[config.mk]
export PLATFORM = sky130hd
export DESIGN_NAME = clk_divider_prog
export DESIGN_NICKNAME = d
export VERILOG_FILES = /design/src/rtl/clk_divider_prog.sv
export SDC_FILE = /design/constraint.sdc
export NUM_CORES = 1
export LEC_CHECK = 0
export ABC_CLOCK_PERIOD_IN_PS = 6660
export CAP_MARGIN = 20
export CORE_UTILIZATION = 45
export CTS_BUF_LIST = sky130_fd_sc_hd__clkbuf_16
export DETAILED_ROUTE_END_ITERATION = 6
export PLACE_DENSITY = 0.66
export SYNTH_ARGS = -nofsm -noshare
export SYNTH_HDL_FRONTEND = slang
export SYNTH_SLANG_ARGS = --single-unit
[constraint.sdc]
create_clock -name clk_in -period 6.66 [get_ports clk_in]
set_input_delay 0.999 -clock clk_in [delete_from_list [all_inputs] [get_ports clk_in]]
set_output_delay 0.999 -clock clk_in [all_outputs]
set_load 0.02 [all_outputs]
[src/rtl/clk_divider_prog.sv]
// Runtime-programmable integer clock divider.
// Produces a registered square wave (clk_out) and a one-cycle strobe (tick) on each
// rising phase. A new divisor is taken through a ready/load handshake and is applied
// only on a period boundary, so a period is never shortened by a ratio change.
// A request captured on a wrap edge waits for the following boundary. Illegal
// divisors (< 2) are rejected on the edge after capture.

module clk_divider_prog #(
    parameter int unsigned CNT_W       = 16,
    parameter int unsigned DEFAULT_DIV = 4
) (
    input  logic             clk_in,
    input  logic             rst,
    input  logic             en,
    input  logic [CNT_W-1:0] div_in,
    input  logic             div_load,
    output logic             div_rdy,
    output logic             div_ack,
    output logic             div_err,
    output logic [CNT_W-1:0] div_cur,
    output logic             clk_out,
    output logic             tick
);

    localparam logic [CNT_W-1:0] DefDiv = CNT_W'(DEFAULT_DIV);
    localparam logic [CNT_W-1:0] MinDiv = CNT_W'(2);
    localparam logic [CNT_W-1:0] One    = CNT_W'(1);

    logic [CNT_W-1:0] cnt_q, cnt_d;
    logic [CNT_W-1:0] div_cur_q, div_cur_d;
    logic [CNT_W-1:0] div_pend_q, div_pend_d;
    logic             pend_q, pend_d;
    logic             clk_out_q, clk_out_d;
    logic             tick_q, tick_d;
    logic             ack_q, ack_d;
    logic             err_q, err_d;

    logic             boundary;
    logic             pend_legal;
    logic             reject;
    logic             apply;
    logic             capture;
    logic [CNT_W-1:0] div_next;
    logic [CNT_W-1:0] hi;

    // Next-state: counter, handshake and registered waveform outputs
    always_comb begin
        boundary   = (cnt_q == (div_cur_q - One));
        pend_legal = (div_pend_q >= MinDiv);
        // Only the registered pending value is judged, so a capture edge never applies it
        reject     = pend_q && !pend_legal;
        apply      = pend_q && pend_legal && boundary;
        capture    = div_load && !pend_q;
        div_next   = apply ? div_pend_q : div_cur_q;
        hi         = div_next >> 1;

        cnt_d      = cnt_q;
        div_cur_d  = div_next;
        div_pend_d = capture ? div_in : div_pend_q;
        pend_d     = pend_q;
        ack_d      = reject || apply;
        err_d      = reject;

        if (reject || apply) begin
            pend_d = 1'b0;
        end else if (capture) begin
            pend_d = 1'b1;
        end

        if (en) begin
            cnt_d = boundary ? '0 : (cnt_q + One);
        end else begin
            // Parked at the last count so the next enable starts a fresh period
            cnt_d = div_next - One;
        end

        clk_out_d = en && (cnt_d < hi);
        tick_d    = en && (cnt_d == '0);
    end

    // State registers with synchronous active-high reset
    always_ff @(posedge clk_in) begin
        if (rst) begin
            cnt_q      <= DefDiv - One;
            div_cur_q  <= DefDiv;
            div_pend_q <= '0;
            pend_q     <= 1'b0;
            clk_out_q  <= 1'b0;
            tick_q     <= 1'b0;
            ack_q      <= 1'b0;
            err_q      <= 1'b0;
        end else begin
            cnt_q      <= cnt_d;
            div_cur_q  <= div_cur_d;
            div_pend_q <= div_pend_d;
            pend_q     <= pend_d;
            clk_out_q  <= clk_out_d;
            tick_q     <= tick_d;
            ack_q      <= ack_d;
            err_q      <= err_d;
        end
    end

    assign div_rdy = !pend_q;
    assign div_ack = ack_q;
    assign div_err = err_q;
    assign div_cur = div_cur_q;
    assign clk_out = clk_out_q;
    assign tick    = tick_q;

endmodule

Yosys cells after proc, flatten, opt, wreduce, memory -nomap -nowiden
Index checks and enable logic that the tools add are counted.
- order comparisons: 2
- multiply operators: 0
- muxes and demuxes: 3
- add/subtract/negate cells: 3
- shift-type cells: 0
- bitwise operators: 0
- divide/modulo/power cells: 0
- reductions and logical operators: 11
- equality and inequality tests: 1
- operators by type and width (kind ; count):
    two-way mux 16 bit ; 3
    subtractor 16 x 1 -> 16 bit, second input constant ; 2
    adder 16 x 1 -> 16 bit, second input constant ; 1
    equality test 16 bit ; 1
    >= comparator 16 x 2 -> 1 bit, second input constant ; 1
    zero test 16 bit ; 1
    less-than comparator 16 x 15 -> 1 bit ; 1
    logical AND 1 bit ; 6
    zero test 1 bit ; 2
    OR reduction 2 bit ; 1
    logical OR 1 bit ; 1
- memories: 0
- register bits: 53
- latch bits: 0
- input port bits: 20
- memory bits (writable): 0
- logic and storage cells: 28
- memory bits (read-only): 0

Depth between registers and ports, before layout
Gate-level depths: netlist (run 1).
- depth in word-level cells: 8
- gate-level depth with buffers: 27
- depth with buffers taken out: 24

Worst setup path after synthesis (run 1)
OpenSTA, ideal clock, no wires.
- path kind: register to register
- from: register div_cur_q[2], in the netlist div_cur[2]
- to: register clk_out_q, in the netlist clk_out
- cell stages (with the launch flop): 27
- data required time: 6.544 ns
- data arrival time: 5.622 ns
- slack: 0.922 ns
- setup time: 0.116 ns
- cell sequence: dfxtp_1 -> buf_6 -> nor4_4 -> nor4b_2 -> xnor3_4 -> a32oi_1 -> or4b_4 -> nor4b_2 -> buf_6 -> buf_12 -> mux2i_1 -> ha_1 -> buf_2 -> nand3_1 -> nor2_1 -> nand2_1 -> nor2_1 -> mux2i_1 -> xnor2_1 -> o22ai_1 -> ha_1 -> nand3_1 -> o21ai_0 -> a21oi_1 -> or3b_2 -> a211o_1 -> o211a_1
- cells in the longest elaborated chain, start to end: 8
- elaborated cells between the ends (all ways): 9
- classes of those cells: 2 x add/sub; 1 x order compare; 1 x eq/ne; 3 x mux; 2 x reduce/logical
- ends and longest elaborated chain (what ; RTL line ; RTL):
    start: declaration ; 30 ; logic [CNT_W-1:0] div_cur_q, div_cur_d;
    start signal: assignment ; 85 ; div_cur_q <= DefDiv;
    start signal: assignment ; 94 ; div_cur_q <= div_cur_d;
    subtractor 16 x 1 -> 16 bit ; 48 ; boundary = (cnt_q == (div_cur_q - One));
    equality test 16 bit ; 48 ;
    logical AND 1 bit ; 52 ; apply = pend_q && pend_legal && boundary;
    two-way mux 16 bit ; 54 ; div_next = apply ? div_pend_q : div_cur_q;
    subtractor 16 x 1 -> 16 bit ; 74 ; cnt_d = div_next - One;
    two-way mux 16 bit (*) ; 70 ; if (en) begin
    net cnt_d[14] ; 29 ; logic [CNT_W-1:0] cnt_q, cnt_d;
    less-than comparator 16 x 15 -> 1 bit (*) ; 77 ; clk_out_d = en && (cnt_d < hi);
    logical AND 1 bit (*) ; 77 ;
    end signal: assignment ; 97 ; clk_out_q <= clk_out_d;
    end: declaration ; 33 ; logic clk_out_q, clk_out_d;
Mark *: on every way through the listed nets, which the timed path passes. The rest lies on a longest branch.
A chain may end at the register's enable or synchronous reset.

Worst setup path after layout (run 1)
- from: register div_cur_q[5], in the netlist div_cur[5]
- to: register clk_out_q, in the netlist clk_out
Same word-level chain as after synthesis.

==> results.json, run 1 <==
{
  "grt_pass1_vias": 3257,
  "cp_slowest_stage_delay_ns": 0.88,
  "cts.clk_slew.worst_paths_ns": 0.08,
  "slew_viol_final": 0,
  "pin_count": 41,
  "synth_edf_count": 0,
  "layout_setup_ws_ns": 0.265,
  "final.period_utilization": 0.960,
  "p_leak_nw": 1.71,
  "syn_to_final_growth_pct": 13.9,
  "synthCells": 481,
  "synth_seq_cells": 53,
  "drive_gt1_frac": 0.0864,
  "port_buffers": 40,
  "synth_flop_cell": "dfxtp_1",
  "path_buf_inv": 0,
  "worstMarginPinSlew_ns": 0.953,
  "ys_seq_area_frac": 0.270,
  "synth_area_per_cell_um2": 8.18,
  "cts_tree": "done",
  "fin_crit_ns": 6.40,
  "dieArea_um2": 9120,
  "final_common_cell": "nand2_1",
  "grt_max_degree": 53,
  "critPathMaxFanout": 10,
  "cts_made_buffers": 5,
  "synth.distinct_cells": 70,
  "die_h_um": 95.5,
  "clockBufferDepth": 2,
  "critPathRequiredTime_ns": 6.85,
  "place_hpwl_mm": 8.52,
  "dp.cells": 603,
  "clk_latency_ns": 0.29,
  "crit_family": "simple AND/OR/NAND/NOR gates",
  "peakVddDrop_uv": 212,
  "maxCapViolCount": 0,
  "wl_per_cell_um": 18.4,
  "path_depth": 22,
  "status": "finished clean",
  "totalWireLength_mm": 11.3,
  "powerDensity_nw_per_um2": 393,
  "row_count": 33,
  "grt_pass1_wl_mm": 17.7,
  "final_cells": 614,
  "total_power_mw": 1.76,
  "start_util": 0.471,
  "avgViaCountPerCell": 5.98,
  "timing.slew.headroom": 0.359,
  "diodes": 0,
  "netlist_area_um2": 3930,
  "grt.total_usage": 0.255,
  "async_flop_share": 0,
  "cts.sinks": 53,
  "vias": 3670,
  "ant_nets": 0,
  "crit_path_top_delay_cell": "nor4_1",
  "h-tree-depth": 2,
  "yosysWarnings": 0,
  "cp-end-kind": "register",
  "grt_antenna_before_repair": 0,
  "fin_skew_ns": 0.00743,
  "setup_viol": 0,
  "hp-class": "register to register",
  "syn_nets": 517,
  "firstDrtPassIters": 5,
  "coreArea_um2": 8340,
  "final_util": 0.537,
  "startpoint_type": "register",
  "hold_depth": 2,
  "crit_chain": "nor4_1 -> nand3b_1 -> xnor2_1 -> a211o_1 -> or4b_4 -> nor4b_4 -> mux2i_2 -> ha_1 -> nand2_1 -> nor4_1 -> mux2i_1 -> xnor2_1 -> o21ai_1 -> ha_1 -> o21ai_0 -> nand2b_1 -> a21oi_1 -> o21ai_0 -> a21oi_1 -> or3b_2 -> a211o_1 -> o211a_1",
  "gp_congestion": 0.945,
  "reg2regPathDepth": 22,
  "drt_iter0_drc": 281,
  "drcViolationCount": 0,
  "hold_violations": 0,
  "crit_type": "register to register",
  "nets": 544,
  "root_buffer": "clkbuf_16",
  "layout_common_cells": "nand2_1 (57), dfxtp_1 (53), nor2_1 (49)",
  "arrival_ns": 6.59,
  "max_freq_mhz": 156,
  "pre_cts_slack_ns": 0.296,
  "chipWidth_um": 95.5,
  "grt_overflow": 0
}
-- power by group --
group	internal, mW	leakage, nW	switching (mW)	total, mW
Sequential	0.361	0.432	0.0749	0.436
Combinational	0.465	1.20	0.591	1.06
Clock	0.141	0.0718	0.126	0.267
-- through the flow --
step,hold WS (ns),TNS (ns),cell area [µm²]
3_3_place_gp,0.457,0,4300
4_1_cts,0.470,0,4440
5_1_grt,0.488,-0.0285,4480
6_report,0.470,0,4480
3_5_place_dp,0.461,0,4300
2_1_floorplan,0.443,0,3930
-- cell families after synthesis --
kind of cell | after synthesis | share of synthesized area
mux | 25 | 0.0643
flops | 53 | 0.270
compound gates | 85 | 0.152
buf+inv | 44 | 0.0725
simple gates | 209 | 0.277
xor+xnor | 49 | 0.114
fa+ha+maj | 16 | 0.0509
-- what timing repair did --
item                       4_1_cts  5_1_grt
setup buffers                    0        3
hold endpoints to repair         0        0
hold buffers                     0        0
resized for setup                0        4
setup endpoints to repair        0        1
-- final timing paths --
path / from / to / slack (ns)
setup / recovery: div_cur[5] / clk_out / 0.26
hold / removal: div_pend_q[10] / div_pend_q[10] / 0.47
setup reg to reg: div_cur[5] / clk_out / 0.26
hold reg to reg: div_pend_q[10] / div_pend_q[10] / 0.47
-- tightest hold or removal path, stage by stage (launching register included) --
cell,delay [ns]
dfxtp_1,0.32
nand2_1,0.05
a21oi_1,0.05
-- cells in the mapped netlist, drive strengths merged (6+ instances only) --
master,instances,area [µm²]
a211o,6,53.8
a21oi,26,130
buf,9,92.6
clkbuf,23,148
dfxtp,53,1060
ha,16,200
inv,11,41.3
mux2i,23,230
nand2,57,214
nand2b,7,43.8
nand3,22,110
nor2,49,184
nor2b,17,106
nor3,14,75.1
nor4,9,83.8
o21ai,14,70.1
xnor2,27,236
xor2,21,184
-- state kept, by name, summed over array words and instances (netlist names) --
register and cells:
div_err 1, clk_out 1, pend_q 1, cnt_q 16
div_pend_q 16, tick 1, div_cur 16, div_ack 1
-- layout make-up --
cell class	count	area, µm²
inverters	12	45.0
clock inverters	3	21.3
flip-flops and latches	53	1060
multi-input cells	384	2610
well taps	105	131
fillers	792	3860
repair buffers	52	485
clock buffers	5	125
-- routing by layer --
metal	routed length [µm]	GRT usage
met1	5000	0.355
met2	5010	0.401
met3	889	0.0343
met4	389	0.0896
met5	0	0
Note: power is estimated with default switching activity, not from simulation.
==> inputs of run 2 (changes only) <==
--- a/config.mk
+++ b/config.mk
@@ -5,11 +5,13 @@
 export SDC_FILE = /design/constraint.sdc
 export NUM_CORES = 1
 export LEC_CHECK = 0
+export ABC_AREA = 0
 export ABC_CLOCK_PERIOD_IN_PS = 6660
 export CAP_MARGIN = 20
 export CORE_UTILIZATION = 45
 export CTS_BUF_LIST = sky130_fd_sc_hd__clkbuf_16
 export DETAILED_ROUTE_END_ITERATION = 6
+export MAX_ROUTING_LAYER = met4
 export PLACE_DENSITY = 0.66
 export SYNTH_ARGS = -nofsm -noshare
 export SYNTH_HDL_FRONTEND = slang
==> run 2 against run 1 <==
  * Fmax increased by 1.3%
  * Die area stayed put
  * Largest cell class unchanged
  * Largest power group unchanged
  * Sequential share of layout area grew 0.073 points
  * Cell area is 0.31% lower
  * Power about the same
  * Clock power down 3%
  * Utilization is 0.17 points lower
==> results.json, run 2 (synthesis results as in run 1) <==
{
  "worstMarginPinSlew_ns": 0.799,
  "grt_max_degree": 53,
  "pin_count": 41,
  "startpoint_type": "register",
  "start_util": 0.471,
  "pre_cts_slack_ns": 0.315,
  "rsz0062_at_grt": "false",
  "grt_overflow": 0,
  "min_to": "div_pend_q[10]",
  "final_cells": 612,
  "critPathRequiredTime_ns": 6.85,
  "hold_violations": 0,
  "diodes": 0,
  "clockBufferDepth": 2,
  "max_freq_mhz": 158,
  "cts.sinks": 53,
  "coreArea_um2": 8340,
  "drive_gt1_frac": 0.0828,
  "dpl-instance-area_um2": 4280,
  "row_count": 33,
  "ant_nets": 0,
  "multiInputGateArea_um2": 2620,
  "slew_viol_final": 0,
  "port_buffers": 40,
  "fin_setup_tns_ns": 0,
  "p_leak_nw": 1.70,
  "die_h_um": 95.5,
  "final.period_utilization": 0.948,
  "totalWireLength_mm": 11.2,
  "arrival_ns": 6.50,
  "reg2reg_from": "div_cur[2]",
  "seqCellArea_um2": 1060,
  "dp.cells": 601,
  "cts_tree": "done",
  "maxCapViolCount": 0,
  "hp-class": "register to register",
  "hold_start": "div_pend_q[10]",
  "postCtsHoldBufs": 0,
  "cp-end-kind": "register",
  "grt_pass1_wl_mm": 17.9,
  "root_buffer": "clkbuf_16",
  "vias": 3631,
  "gp_congestion": 0.933,
  "fin_skew_ns": 0.00230,
  "critPathMaxFanout": 11,
  "powerDensity_nw_per_um2": 394,
  "h-tree-depth": 2,
  "grt_pass1_vias": 3446,
  "grt_antenna_before_repair": 0,
  "drt_iter0_drc": 283,
  "wl_per_cell_um": 18.3,
  "status": "finished clean",
  "layout_common_cells": "nand2_1 (57), dfxtp_1 (53), nor2_1 (49)",
  "crit_type": "register to register",
  "place_hpwl_mm": 8.35,
  "cts.clk_slew.worst_paths_ns": 0.07,
  "fin_area_um2": 4460,
  "peakVddDrop_uv": 227,
  "cts_made_buffers": 5,
  "setup_viol": 0,
  "dieArea_um2": 9120,
  "final_common_cell": "nand2_1",
  "timing.slew.headroom": 0.465,
  "ff2ff_setup_slack_ns": 0.35,
  "grt.total_usage": 0.269,
  "reg2reg_to": "clk_out",
  "nets": 542,
  "avgViaCountPerCell": 5.93,
  "reg2regPathDepth": 22,
  "total_power_mw": 1.76,
  "clk_latency_ns": 0.29,
  "syn_to_final_growth_pct": 13.5,
  "firstDrtPassIters": 5,
  "drcViolationCount": 0,
  "layout_setup_ws_ns": 0.347,
  "fin_crit_ns": 6.31,
  "chipWidth_um": 95.5,
  "n_fill_cell": 815,
  "hold_depth": 2
}
run 2: power breakdown:
group          switching, mW  leakage, nW  internal [mW]
Combinational          0.603         1.20          0.462
Sequential            0.0750        0.432          0.361
Clock                  0.120       0.0693          0.139
run 2: worst max path at each step:
stage	start	end	slack (ns)
2_1_floorplan	div_cur[2]	clk_out	0.92
3_3_place_gp	div_cur[2]	clk_out	0.45
3_5_place_dp	div_cur[2]	clk_out	0.32
4_1_cts	div_cur[2]	clk_out	0.26
5_1_grt	div_cur[2]	clk_out	0.04
6_report	div_cur[2]	clk_out	0.35
run 2: timing repair:
| item | CTS | global route |
|---|---|---|
| setup buffers | 0 | 2 |
| hold endpoints to repair | 0 | 0 |
| resized for setup | 0 | 5 |
| setup endpoints to repair | 0 | 1 |
run 2: area by class of cell:
cell class / count / share of cell area
Multi-Input combinational cell: 384 / 0.586
Sequential cell: 53 / 0.238
Timing Repair Buffer: 50 / 0.105
Tap cell: 105 / 0.0294
Clock buffer: 5 / 0.0280
Inverter: 12 / 0.0101
Clock inverter: 3 / 0.00364
run 2: critical path: stages (launching register included):
cell	delay [ns]
dfxtp_1	0.44
nor4_4	0.54
nor4b_4	0.40
xnor3_4	0.26
a32oi_1	0.14
or4b_4	0.65
nor4b_4	0.42
mux2i_2	0.37
ha_1	0.30
nand3_1	0.16
nor2_1	0.17
nand2_1	0.10
nor2_1	0.12
mux2i_1	0.09
xnor2_1	0.20
o22ai_1	0.14
ha_1	0.35
nand3_1	0.07
o21ai_0	0.26
a21oi_1	0.11
or3b_2	0.50
a211o_1	0.30
o211a_1	0.12
run 2: through the flow:
stage / util / hold slack (ns)
4_1_cts: 0.530 / 0.470
3_3_place_gp: 0.513 / 0.459
6_report: 0.535 / 0.468
2_1_floorplan: - / 0.443
3_5_place_dp: 0.513 / 0.460
5_1_grt: 0.535 / 0.512
run 2: per-layer routing:
metal	part of all wire	global-route usage	vias up	routed length [µm]
li1	-	-	1754	-
met1	0.45	0.348	1669	5010
met3	0.079	0.0550	34	886
met2	0.44	0.416	174	4950
met5	0	-	-	0
met4	0.034	0.0920	0	386
